$ cat config.mk
export PLATFORM = sky130hd
export DESIGN_NAME = stream_frame_gate
export DESIGN_NICKNAME = d
export VERILOG_FILES = /design/src/rtl/stream_frame_gate.sv
export SDC_FILE = /design/constraint.sdc
export NUM_CORES = 1
export LEC_CHECK = 0
export BUFFER_PORTS_ARGS = -buffer_cell sky130_fd_sc_hd__buf_4
export CORE_MARGIN = 2
export CORE_UTILIZATION = 42
export DETAILED_ROUTE_END_ITERATION = 6
export PLACE_DENSITY_LB_ADDON = 0.25
export REMOVE_ABC_BUFFERS = 1
export SLEW_MARGIN = 15
export SYNTH_ARGS = -nofsm -noshare
export SYNTH_HDL_FRONTEND = slang
export SYNTH_SLANG_ARGS = --single-unit
$ cat constraint.sdc
create_clock -name clk -period 5.6 [get_ports clk]
set_input_delay 0.28 -clock clk [delete_from_list [all_inputs] [get_ports clk]]
set_output_delay 0.28 -clock clk [all_outputs]
set_load 0.1 [all_outputs]
$ cat src/rtl/stream_frame_gate.sv
// -----------------------------------------------------------------------------
// stream_frame_gate
//
// Purpose:
//   Whole-frame admission gate for the sensor pixel stream in the
//   clk_sensor_pix_2x domain. A frame is admitted only if acquisition and
//   stream enable are both set at the moment frame-valid rises. Once admitted,
//   a frame always runs to completion. Frames that are dropped are dropped
//   whole. The gated stream is registered with one cycle of latency. The
//   geometry of every admitted frame is measured and compared with the
//   programmed size.
//
// Ports:
//   clk                  pixel 2x clock
//   reset                asynchronous, active-high reset
//   i_fval / i_lval      frame / line valid from the sync buffer
//   iv_pix_data          pixel word, valid when i_fval & i_lval
//   i_acquisition_start  level, acquisition armed
//   i_stream_enable      level, stream enabled
//   i_encrypt_state      1 = licence ok, 0 = blank the pixel data
//   iv_line_num          expected lines per frame
//   iv_word_per_line     expected words per line
//   o_fval / o_lval      gated frame / line valid (1 clk latency)
//   ov_pix_data          gated pixel word, zero outside active lines
//   ov_line_cnt          lines counted in the last completed frame
//   ov_word_cnt          words in the last line of the last completed frame
//   o_frame_done         1-cycle pulse at the end of each admitted frame
//   o_frame_err          1-cycle pulse with o_frame_done on geometry mismatch
// -----------------------------------------------------------------------------
module stream_frame_gate #(
    parameter int SENSOR_DAT_WIDTH = 10,
    parameter int CHANNEL_NUM      = 4,
    parameter int REG_WD           = 32
) (
    input  logic                                  clk,
    input  logic                                  reset,
    input  logic                                  i_fval,
    input  logic                                  i_lval,
    input  logic [SENSOR_DAT_WIDTH*CHANNEL_NUM-1:0] iv_pix_data,
    input  logic                                  i_acquisition_start,
    input  logic                                  i_stream_enable,
    input  logic                                  i_encrypt_state,
    input  logic [REG_WD-1:0]                     iv_line_num,
    input  logic [REG_WD-1:0]                     iv_word_per_line,
    output logic                                  o_fval,
    output logic                                  o_lval,
    output logic [SENSOR_DAT_WIDTH*CHANNEL_NUM-1:0] ov_pix_data,
    output logic [REG_WD-1:0]                     ov_line_cnt,
    output logic [REG_WD-1:0]                     ov_word_cnt,
    output logic                                  o_frame_done,
    output logic                                  o_frame_err
);

    localparam int                DW      = SENSOR_DAT_WIDTH * CHANNEL_NUM;
    localparam logic [REG_WD-1:0] CNT_MAX = {REG_WD{1'b1}};
    localparam logic [REG_WD-1:0] CNT_ONE = {{(REG_WD-1){1'b0}}, 1'b1};

    typedef enum logic [0:0] {
        IDLE   = 1'b0,
        ACTIVE = 1'b1
    } state_t;

    state_t            state_q, state_d;
    logic              fval_d_q, fval_d_d;
    logic              lval_d_q, lval_d_d;
    logic [REG_WD-1:0] line_acc_q, line_acc_d;
    logic [REG_WD-1:0] word_acc_q, word_acc_d;
    logic              o_fval_q, o_fval_d;
    logic              o_lval_q, o_lval_d;
    logic [DW-1:0]     pix_q, pix_d;
    logic [REG_WD-1:0] line_cnt_q, line_cnt_d;
    logic [REG_WD-1:0] word_cnt_q, word_cnt_d;
    logic              done_q, done_d;
    logic              err_q, err_d;

    logic fval_rise_s;
    logic fval_fall_s;
    logic lval_rise_s;
    logic enable_s;
    logic admit_s;
    logic pass_s;

    // Saturating increment: counters stick at all-ones instead of wrapping.
    function automatic logic [REG_WD-1:0] sat_inc(input logic [REG_WD-1:0] v);
        if (v == CNT_MAX) begin
            return v;
        end else begin
            return v + CNT_ONE;
        end
    endfunction

    // Next-state logic: edge detect, admission FSM, gated stream, geometry counters.
    always_comb begin
        fval_rise_s = i_fval & ~fval_d_q;
        fval_fall_s = ~i_fval & fval_d_q;
        lval_rise_s = i_lval & ~lval_d_q;
        enable_s    = i_acquisition_start & i_stream_enable;
        // Enable is sampled only at the frame start, so frames are never split.
        admit_s     = (state_q == IDLE) & fval_rise_s & enable_s;
        pass_s      = admit_s | (state_q == ACTIVE);

        fval_d_d    = i_fval;
        lval_d_d    = i_lval;
        line_cnt_d  = line_cnt_q;
        word_cnt_d  = word_cnt_q;
        done_d      = 1'b0;
        err_d       = 1'b0;

        case (state_q)
            IDLE: begin
                if (admit_s) begin
                    state_d = ACTIVE;
                end else begin
                    state_d = IDLE;
                end
            end
            ACTIVE: begin
                if (fval_fall_s) begin
                    state_d = IDLE;
                end else begin
                    state_d = ACTIVE;
                end
            end
            default: state_d = IDLE;
        endcase

        o_fval_d = pass_s & i_fval;
        o_lval_d = pass_s & i_fval & i_lval;
        // Data forced to zero outside active lines and when the licence is bad.
        if (o_lval_d & i_encrypt_state) begin
            pix_d = iv_pix_data;
        end else begin
            pix_d = {DW{1'b0}};
        end

        // A line starting on the admitting cycle is already line one.
        if (admit_s) begin
            line_acc_d = lval_rise_s ? CNT_ONE : {REG_WD{1'b0}};
        end else if ((state_q == ACTIVE) & i_fval & lval_rise_s) begin
            line_acc_d = sat_inc(line_acc_q);
        end else begin
            line_acc_d = line_acc_q;
        end

        // Clear-and-count on the first word of a line gives one.
        if (pass_s & i_fval & lval_rise_s) begin
            word_acc_d = CNT_ONE;
        end else if (pass_s & i_fval & i_lval) begin
            word_acc_d = sat_inc(word_acc_q);
        end else begin
            word_acc_d = word_acc_q;
        end

        if ((state_q == ACTIVE) & fval_fall_s) begin
            line_cnt_d = line_acc_q;
            word_cnt_d = word_acc_q;
            done_d     = 1'b1;
            err_d      = (line_acc_q != iv_line_num) | (word_acc_q != iv_word_per_line);
        end else begin
            done_d     = 1'b0;
            err_d      = 1'b0;
        end
    end

    // State and output registers; fval history preloaded high so a frame in
    // flight at reset release never produces a rising edge.
    always_ff @(posedge clk or posedge reset) begin
        if (reset) begin
            state_q    <= IDLE;
            fval_d_q   <= 1'b1;
            lval_d_q   <= 1'b0;
            line_acc_q <= {REG_WD{1'b0}};
            word_acc_q <= {REG_WD{1'b0}};
            o_fval_q   <= 1'b0;
            o_lval_q   <= 1'b0;
            pix_q      <= {DW{1'b0}};
            line_cnt_q <= {REG_WD{1'b0}};
            word_cnt_q <= {REG_WD{1'b0}};
            done_q     <= 1'b0;
            err_q      <= 1'b0;
        end else begin
            state_q    <= state_d;
            fval_d_q   <= fval_d_d;
            lval_d_q   <= lval_d_d;
            line_acc_q <= line_acc_d;
            word_acc_q <= word_acc_d;
            o_fval_q   <= o_fval_d;
            o_lval_q   <= o_lval_d;
            pix_q      <= pix_d;
            line_cnt_q <= line_cnt_d;
            word_cnt_q <= word_cnt_d;
            done_q     <= done_d;
            err_q      <= err_d;
        end
    end

    assign o_fval       = o_fval_q;
    assign o_lval       = o_lval_q;
    assign ov_pix_data  = pix_q;
    assign ov_line_cnt  = line_cnt_q;
    assign ov_word_cnt  = word_cnt_q;
    assign o_frame_done = done_q;
    assign o_frame_err  = err_q;

endmodule
==> results of run 1 <==
==> power by group <==
group / internal [mW] / switching (mW)
registers: 1.31 / 0.0594
logic: 0.152 / 0.369
clock network: 0.600 / 0.581
total: 2.07 / 1.01
==> synth_stat cells, types with 15 or more instances <==
library cell	instances	area, um2
clkbuf_1	45	169
nor2_1	47	176
mux2_2	59	664
nand4_1	27	169
xnor2_1	19	166
nand2_1	56	210
nor3_1	15	75.1
xor2_1	68	596
nor4_1	28	175
o21ai_0	27	135
nand3_1	33	165
and3_1	45	282
dfrtp_1	174	4350
==> metal layers <==
metal,GRT usage,vias to the layer above,part of all wire
li1,-,3096,-
met1,0.318,3243,0.42
met2,0.355,314,0.48
met3,0.0520,35,0.086
met4,0.0650,0,0.019
met5,0,-,0
==> area by class of cell <==
cell class	instances	area (um2)	area share
flip-flops and latches	175	4380	0.413
clock buffers	17	425	0.0401
well taps	265	332	0.0313
multi-input cells	523	3570	0.337
repair buffers	223	1680	0.158
clock inverters	15	170	0.0161
inverters	9	41.3	0.00389
==> cell families after synthesis <==
kind of cell / Yosys count / share of synthesized area
xor gates and xnor gates: 87 / 0.0926
AOI/OAI and AO/OA: 84 / 0.0674
muxes: 62 / 0.0844
DFF: 175 / 0.532
adders and majority gates: 2 / 0.00304
buffers and inverters: 66 / 0.0333
and+or+nand+nor: 288 / 0.187
==> state kept, by name, indices dropped and copies added, names as in the netlist <==
name / flops
fval_d_q: 1
line_acc_q: 32
lval_d_q: 1
o_frame_done: 1
o_frame_err: 1
o_fval: 1
o_lval: 1
ov_line_cnt: 32
ov_pix_data: 40
ov_word_cnt: 32
state_q: 1
word_acc_q: 32
==> what timing repair did <==
action,CTS,global route
hold endpoints to repair,2,0
endpoints found under the setup margin,0,0
hold buffers,2,0
==> placed cells by master, fill, tap and decap left out, types with 3 or more instances in the layout <==
cell type,netlist,final
clkinv_4,0,3
mux2i_1,3,3
nand3_1,33,33
inv_1,9,8
dfrtp_1,174,174
nand4_1,27,27
xor2_1,68,68
and4_1,6,6
xnor2_1,19,19
a21oi_1,7,7
o311ai_0,4,4
and3_1,45,45
o211ai_1,3,3
clkbuf_16,0,17
o41ai_1,6,6
o21ai_1,6,6
o31ai_1,14,14
or3_1,4,4
nor2_1,47,47
o21ai_0,27,27
nor3_1,15,15
inv_8,0,5
nand2_1,56,56
inv_6,0,3
nor4_1,28,28
buf_4,3,221
o21a_1,3,3
mux2_2,59,59
clkinv_8,0,4
and2_1,11,11
a21o_1,3,3
==> through the flow <==
step | area, um2 | power [mW] | hold WS (ps) | std cells | utilization
floorplan | 7990 | 1.73 | 284 | 707 | -
global placement | 9980 | 1.92 | 423 | 1193 | 0.516
detailed placement | 9980 | 1.92 | 425 | 1193 | 0.516
CTS | 10600 | 3.10 | 58.7 | 1227 | 0.548
global route | 10600 | 3.18 | 60.6 | 1227 | 0.548
finish | 10600 | 3.07 | -17.9 | 1227 | 0.548
==> how the worst min path moves through the flow <==
| stage | start | end | slack, ps | cells after the start |
|---|---|---|---|---|
| 2_1_floorplan | i_fval | fval_d_q | 280 | 0 |
| 3_3_place_gp | i_lval | lval_d_q | 420 | 1 |
| 3_5_place_dp | i_lval | lval_d_q | 420 | 1 |
| 4_1_cts | iv_pix_data[21] | ov_pix_data[21] | 60 | 2 |
| 5_1_grt | iv_pix_data[12] | ov_pix_data[12] | 60 | 2 |
| 6_report | reset | line_acc_q[18] | -20 | 2 |
==> impl_metrics.env, run 1 <==
export IMPL_hold_viol_final=3
export IMPL_setup_tns_ps=0
export IMPL_seq_area_frac_synth=0.532
export IMPL_grt_max_degree=119
export IMPL_crit_buf_inv=0
export IMPL_holdCritPathClass="input port to asynchronous set/reset pin"
export IMPL_htreeDepth=4
export IMPL_slew_headroom=0.357
export IMPL_clock_latency_ps=440
export IMPL_maxSlewViolCount=0
export IMPL_die_y_um=144
export IMPL_fin_crit_sh=0.533
export IMPL_grt_pass1_vias=6417
export IMPL_grt_overflow=0
export IMPL_synth_edf_count=0
export IMPL_ys_types=53
export IMPL_cp_required_ps=5930
export IMPL_synthToLayoutAreaGrowth_pct=28.8
export IMPL_max_stage_delay_ps=710
export IMPL_drive_gt1_frac=0.333
export IMPL_cp_depth=6
export IMPL_run_status="finished, violations left"
export IMPL_fillerInstances=1722
export IMPL_ys_ff_latch=175
export IMPL_critPathTopFamily="simple AND/OR/NAND/NOR gates"
export IMPL_routed_wl_um=23200
export IMPL_ctsResizeCount=0
export IMPL_worst_setup_path_end_kind="register"
export IMPL_ios=219
export IMPL_cts_tree="yes"
export IMPL_routabilityCongestion=0.925
export IMPL_r2r_end="word_acc_q[29]"
export IMPL_worstPathArrival_ps=3320
export IMPL_cts_buffers_inserted=17
export IMPL_grt_pass1_wl_um=35900
export IMPL_core_rowCount=51
export IMPL_synth_ff_type="dfrtp_1"
export IMPL_ys_warn_count=0
export IMPL_critPathKind="register to register"
export IMPL_synthArstFlopShare=1.00
export IMPL_rsz0062_at_grt="no"
export IMPL_netlist_area_um2=8230
export IMPL_cp_max_fo=20
export IMPL_period_needed_ps=2980
export IMPL_vias=6688
export IMPL_portBuffers=218
export IMPL_die_area_um2=20700
export IMPL_track_usage=0.227
export IMPL_cts_root_buf="clkbuf_16"
export IMPL_rr_worst_depth=6
export IMPL_path_clk_slew_ps=70
export IMPL_routedWlPerCell_um=18.9
export IMPL_post_place_ws_ps=2620
export IMPL_reg2reg_from="word_acc_q[11]"
export IMPL_start_util=0.426
export IMPL_powerDensity_nw_per_um2=290
export IMPL_nNetsFinal=1062
export IMPL_crit_slowest_cell="nand3_1"
export IMPL_post_cts_setup_buffers=0
export IMPL_clockBufferDepth=2
export IMPL_synthesis_instances=764
export IMPL_vdd_drop_max_mv=0.237
export IMPL_antenna_found_initial=0
export IMPL_violations="negative hold slack"
export IMPL_power_leakage_nw=5.36
export IMPL_dp_hpwl_um=16800
export IMPL_cts_sinks=175
export IMPL_antenna_cells=0
export IMPL_setup_viol=0
export IMPL_syn_avg_cell_area_um2=10.8
export IMPL_whs_ps=-17.9
export IMPL_ant_nets=0
export IMPL_core_area_um2=19300
export IMPL_drt_iter0_markers=620
export IMPL_cap_violations=0
export IMPL_first_pass_iters=6
export IMPL_r2r_slack_ps=2620
export IMPL_routed_via_density=5.45
export IMPL_setup_slack_ps=2620
export IMPL_start_kind="register"
export IMPL_endpoint="word_acc_q[29]"
export IMPL_fmax_mhz=335
export IMPL_crit_chain="nand4_2, or4_4, or4b_4, nand3_1, nor3_1, a21o_1"
export IMPL_drc=0
export IMPL_worst_pin_slew_ps=964
export IMPL_crit_path_start="word_acc_q[11]"
export IMPL_die_w_um=144
export IMPL_finClkSkew_ps=7.97
Note: power is estimated with default switching activity, not from simulation.
==> inputs of run 2 (changes only) <==
Clock period 5.6 ns to 2.47 ns, I/O delays scaled along.
==> run 2 against run 1 <==
Compared with the run above: the flow now finishes without violations; die area did not move; total power rose by 130%; count of clock-buffer cells in the layout did not move; final area rose by 8.9%; cell count rose by 8.1%; sequential share of layout area fell by 3.4 points; sequential power rose by 120%; non-clock buffer count rose by 100; global-route usage rose by 1.5 points; combinational power rose to 2.6 times the previous value; critical path depth rose by 1; sequential cell count did not move; critical endpoint is now word_acc_q[13]; largest cell class unchanged; largest power group unchanged.
==> impl_metrics.env, run 2 (same netlist as run 1, synthesis figures left out) <==
export IMPL_run_status="finished clean"
export IMPL_wl_met3_um=1810
export IMPL_wl_met1_um=10600
export IMPL_antenna_cells=0
export IMPL_cp_required_ps=2770
export IMPL_finClkSkew_ps=11.7
export IMPL_fin_crit_sh=0.965
export IMPL_max_stage_delay_ps=600
export IMPL_path_clk_slew_ps=80
export IMPL_cts_buffers_inserted=17
export IMPL_maxSlewViolCount=0
export IMPL_holdCritPathClass="input port to register"
export IMPL_nNetsFinal=1162
export IMPL_critPathTopFamily="simple AND/OR/NAND/NOR gates"
export IMPL_final_cell_mix="buf_4 (274), dfrtp_1 (174), xor2_1 (68)"
export IMPL_fmax_mhz=420
export IMPL_period_needed_ps=2380
export IMPL_slew_headroom=0.338
export IMPL_crit_chain="nand3_1, or4_4, or4b_4, o21ai_4, buf_6, o21ai_0, o41ai_1"
export IMPL_routed_wl_um=24900
export IMPL_core_rowCount=51
export IMPL_cts_tree="yes"
export IMPL_worst_setup_path_end_kind="register"
export IMPL_start_kind="register"
export IMPL_top_layer_used="met4"
export IMPL_worstPathArrival_ps=2680
export IMPL_dp_hpwl_um=17800
export IMPL_grt_pass1_vias=6931
export IMPL_power_leakage_nw=5.87
export IMPL_grt_max_degree=64
export IMPL_worst_pin_slew_ps=993
export IMPL_die_y_um=144
export IMPL_die_w_um=144
export IMPL_clockBufferDepth=2
export IMPL_critPathKind="register to register"
export IMPL_dr_wl_met2_um=11800
export IMPL_setup_viol=0
export IMPL_die_area_um2=20700
export IMPL_drive_gt1_frac=0.357
export IMPL_powerDensity_nw_per_um2=624
export IMPL_portBuffers=218
export IMPL_clock_latency_ps=440
export IMPL_track_usage=0.242
export IMPL_vdd_drop_max_mv=0.488
export IMPL_drt_iter0_markers=457
export IMPL_routedWlPerCell_um=18.8
export IMPL_cts_sinks=175
export IMPL_htreeDepth=4
export IMPL_placed_area_um2=10500
export IMPL_crit_slowest_cell="or4b_4"
export IMPL_hold_viol_final=0
export IMPL_largest_register_ffs=40
export IMPL_drc=0
export IMPL_ios=219
export IMPL_synthToLayoutAreaGrowth_pct=40.3
export IMPL_routed_via_density=5.35
export IMPL_vias=7102
export IMPL_power_total_mw=7.20
export IMPL_first_pass_iters=6
export IMPL_grt_overflow=0
export IMPL_crit_buf_inv=1
export IMPL_cp_max_fo=13
export IMPL_post_place_ws_ps=114
export IMPL_cts_root_buf="clkbuf_16"
export IMPL_setup_slack_ps=86.3
export IMPL_cap_violations=0
export IMPL_antenna_found_initial=0
export IMPL_final_common_cell="buf_4"
export IMPL_core_area_um2=19300
export IMPL_final_area_um2=11500
export IMPL_ant_nets=0
export IMPL_grt_pass1_wl_um=37900
export IMPL_routabilityCongestion=0.919
export IMPL_start_util=0.426
[run 2: cell types whose count changed in the layout (fill, tap and decap cells not counted)]
cell	change
buf_12	+5
buf_4	+53
buf_6	+1
bufinv_16	+1
clkinv_4	-2
clkinv_8	-1
dlygate4sd3_1	+41
inv_6	+2
o21ai_2	-1
o21ai_4	+1
[run 2: area by class of cell]
cell class	count	area (um2)
clock inverters	15	186
repair buffers	323	2600
multi-input cells	523	3580
fillers	1615	7790
inverters	9	38.8
clock buffers	17	425
well taps	265	332
flip-flops and latches	175	4380
[run 2: final timing paths]
| check | to | cells past startpoint | from | slack, ps |
|---|---|---|---|---|
| setup / recovery | word_acc_q[13] | 7 | word_acc_q[16] | 90 |
| hold / removal | ov_pix_data[4] | 2 | i_encrypt_state | 110 |
| setup reg to reg | word_acc_q[13] | 7 | word_acc_q[16] | 90 |
| hold reg to reg | ov_line_cnt[28] | 2 | ov_line_cnt[28] | 480 |
| max in group asynchronous | fval_d_q | 4 | reset | 1450 |
| min in group asynchronous | ov_line_cnt[16] | 3 | reset | 320 |
[run 2: repair_timing]
action                                  4_1_cts  5_1_grt
gates resized for setup                       0        2
endpoints found under the setup margin        0        6
endpoints found under the hold margin        99        0
setup buffers                                 0        1
hold buffers                                 43        0
[run 2: report_power, final]
part / switching [mW] / leakage [nW] / internal (mW)
Combinational: 0.910 / 3.17 / 0.444
Sequential: 0.0851 / 2.40 / 2.98
Clock: 1.32 / 0.297 / 1.46
[run 2: per-stage QoR]
step	hold slack (ps)	std cells	TNS, ps	util
floorplan	128	707	-446070	-
global placement	243	1251	0	0.542
detailed placement	244	1251	0	0.542
CTS	96.6	1326	0	0.596
global route	107	1327	-7.62	0.597
finish	115	1327	0	0.597
[run 2: routing by layer]
metal,GRT usage,vias up
met5,0,-
met4,0.0939,0
met3,0.0573,50
met2,0.384,301
met1,0.321,3459
li1,-,3292
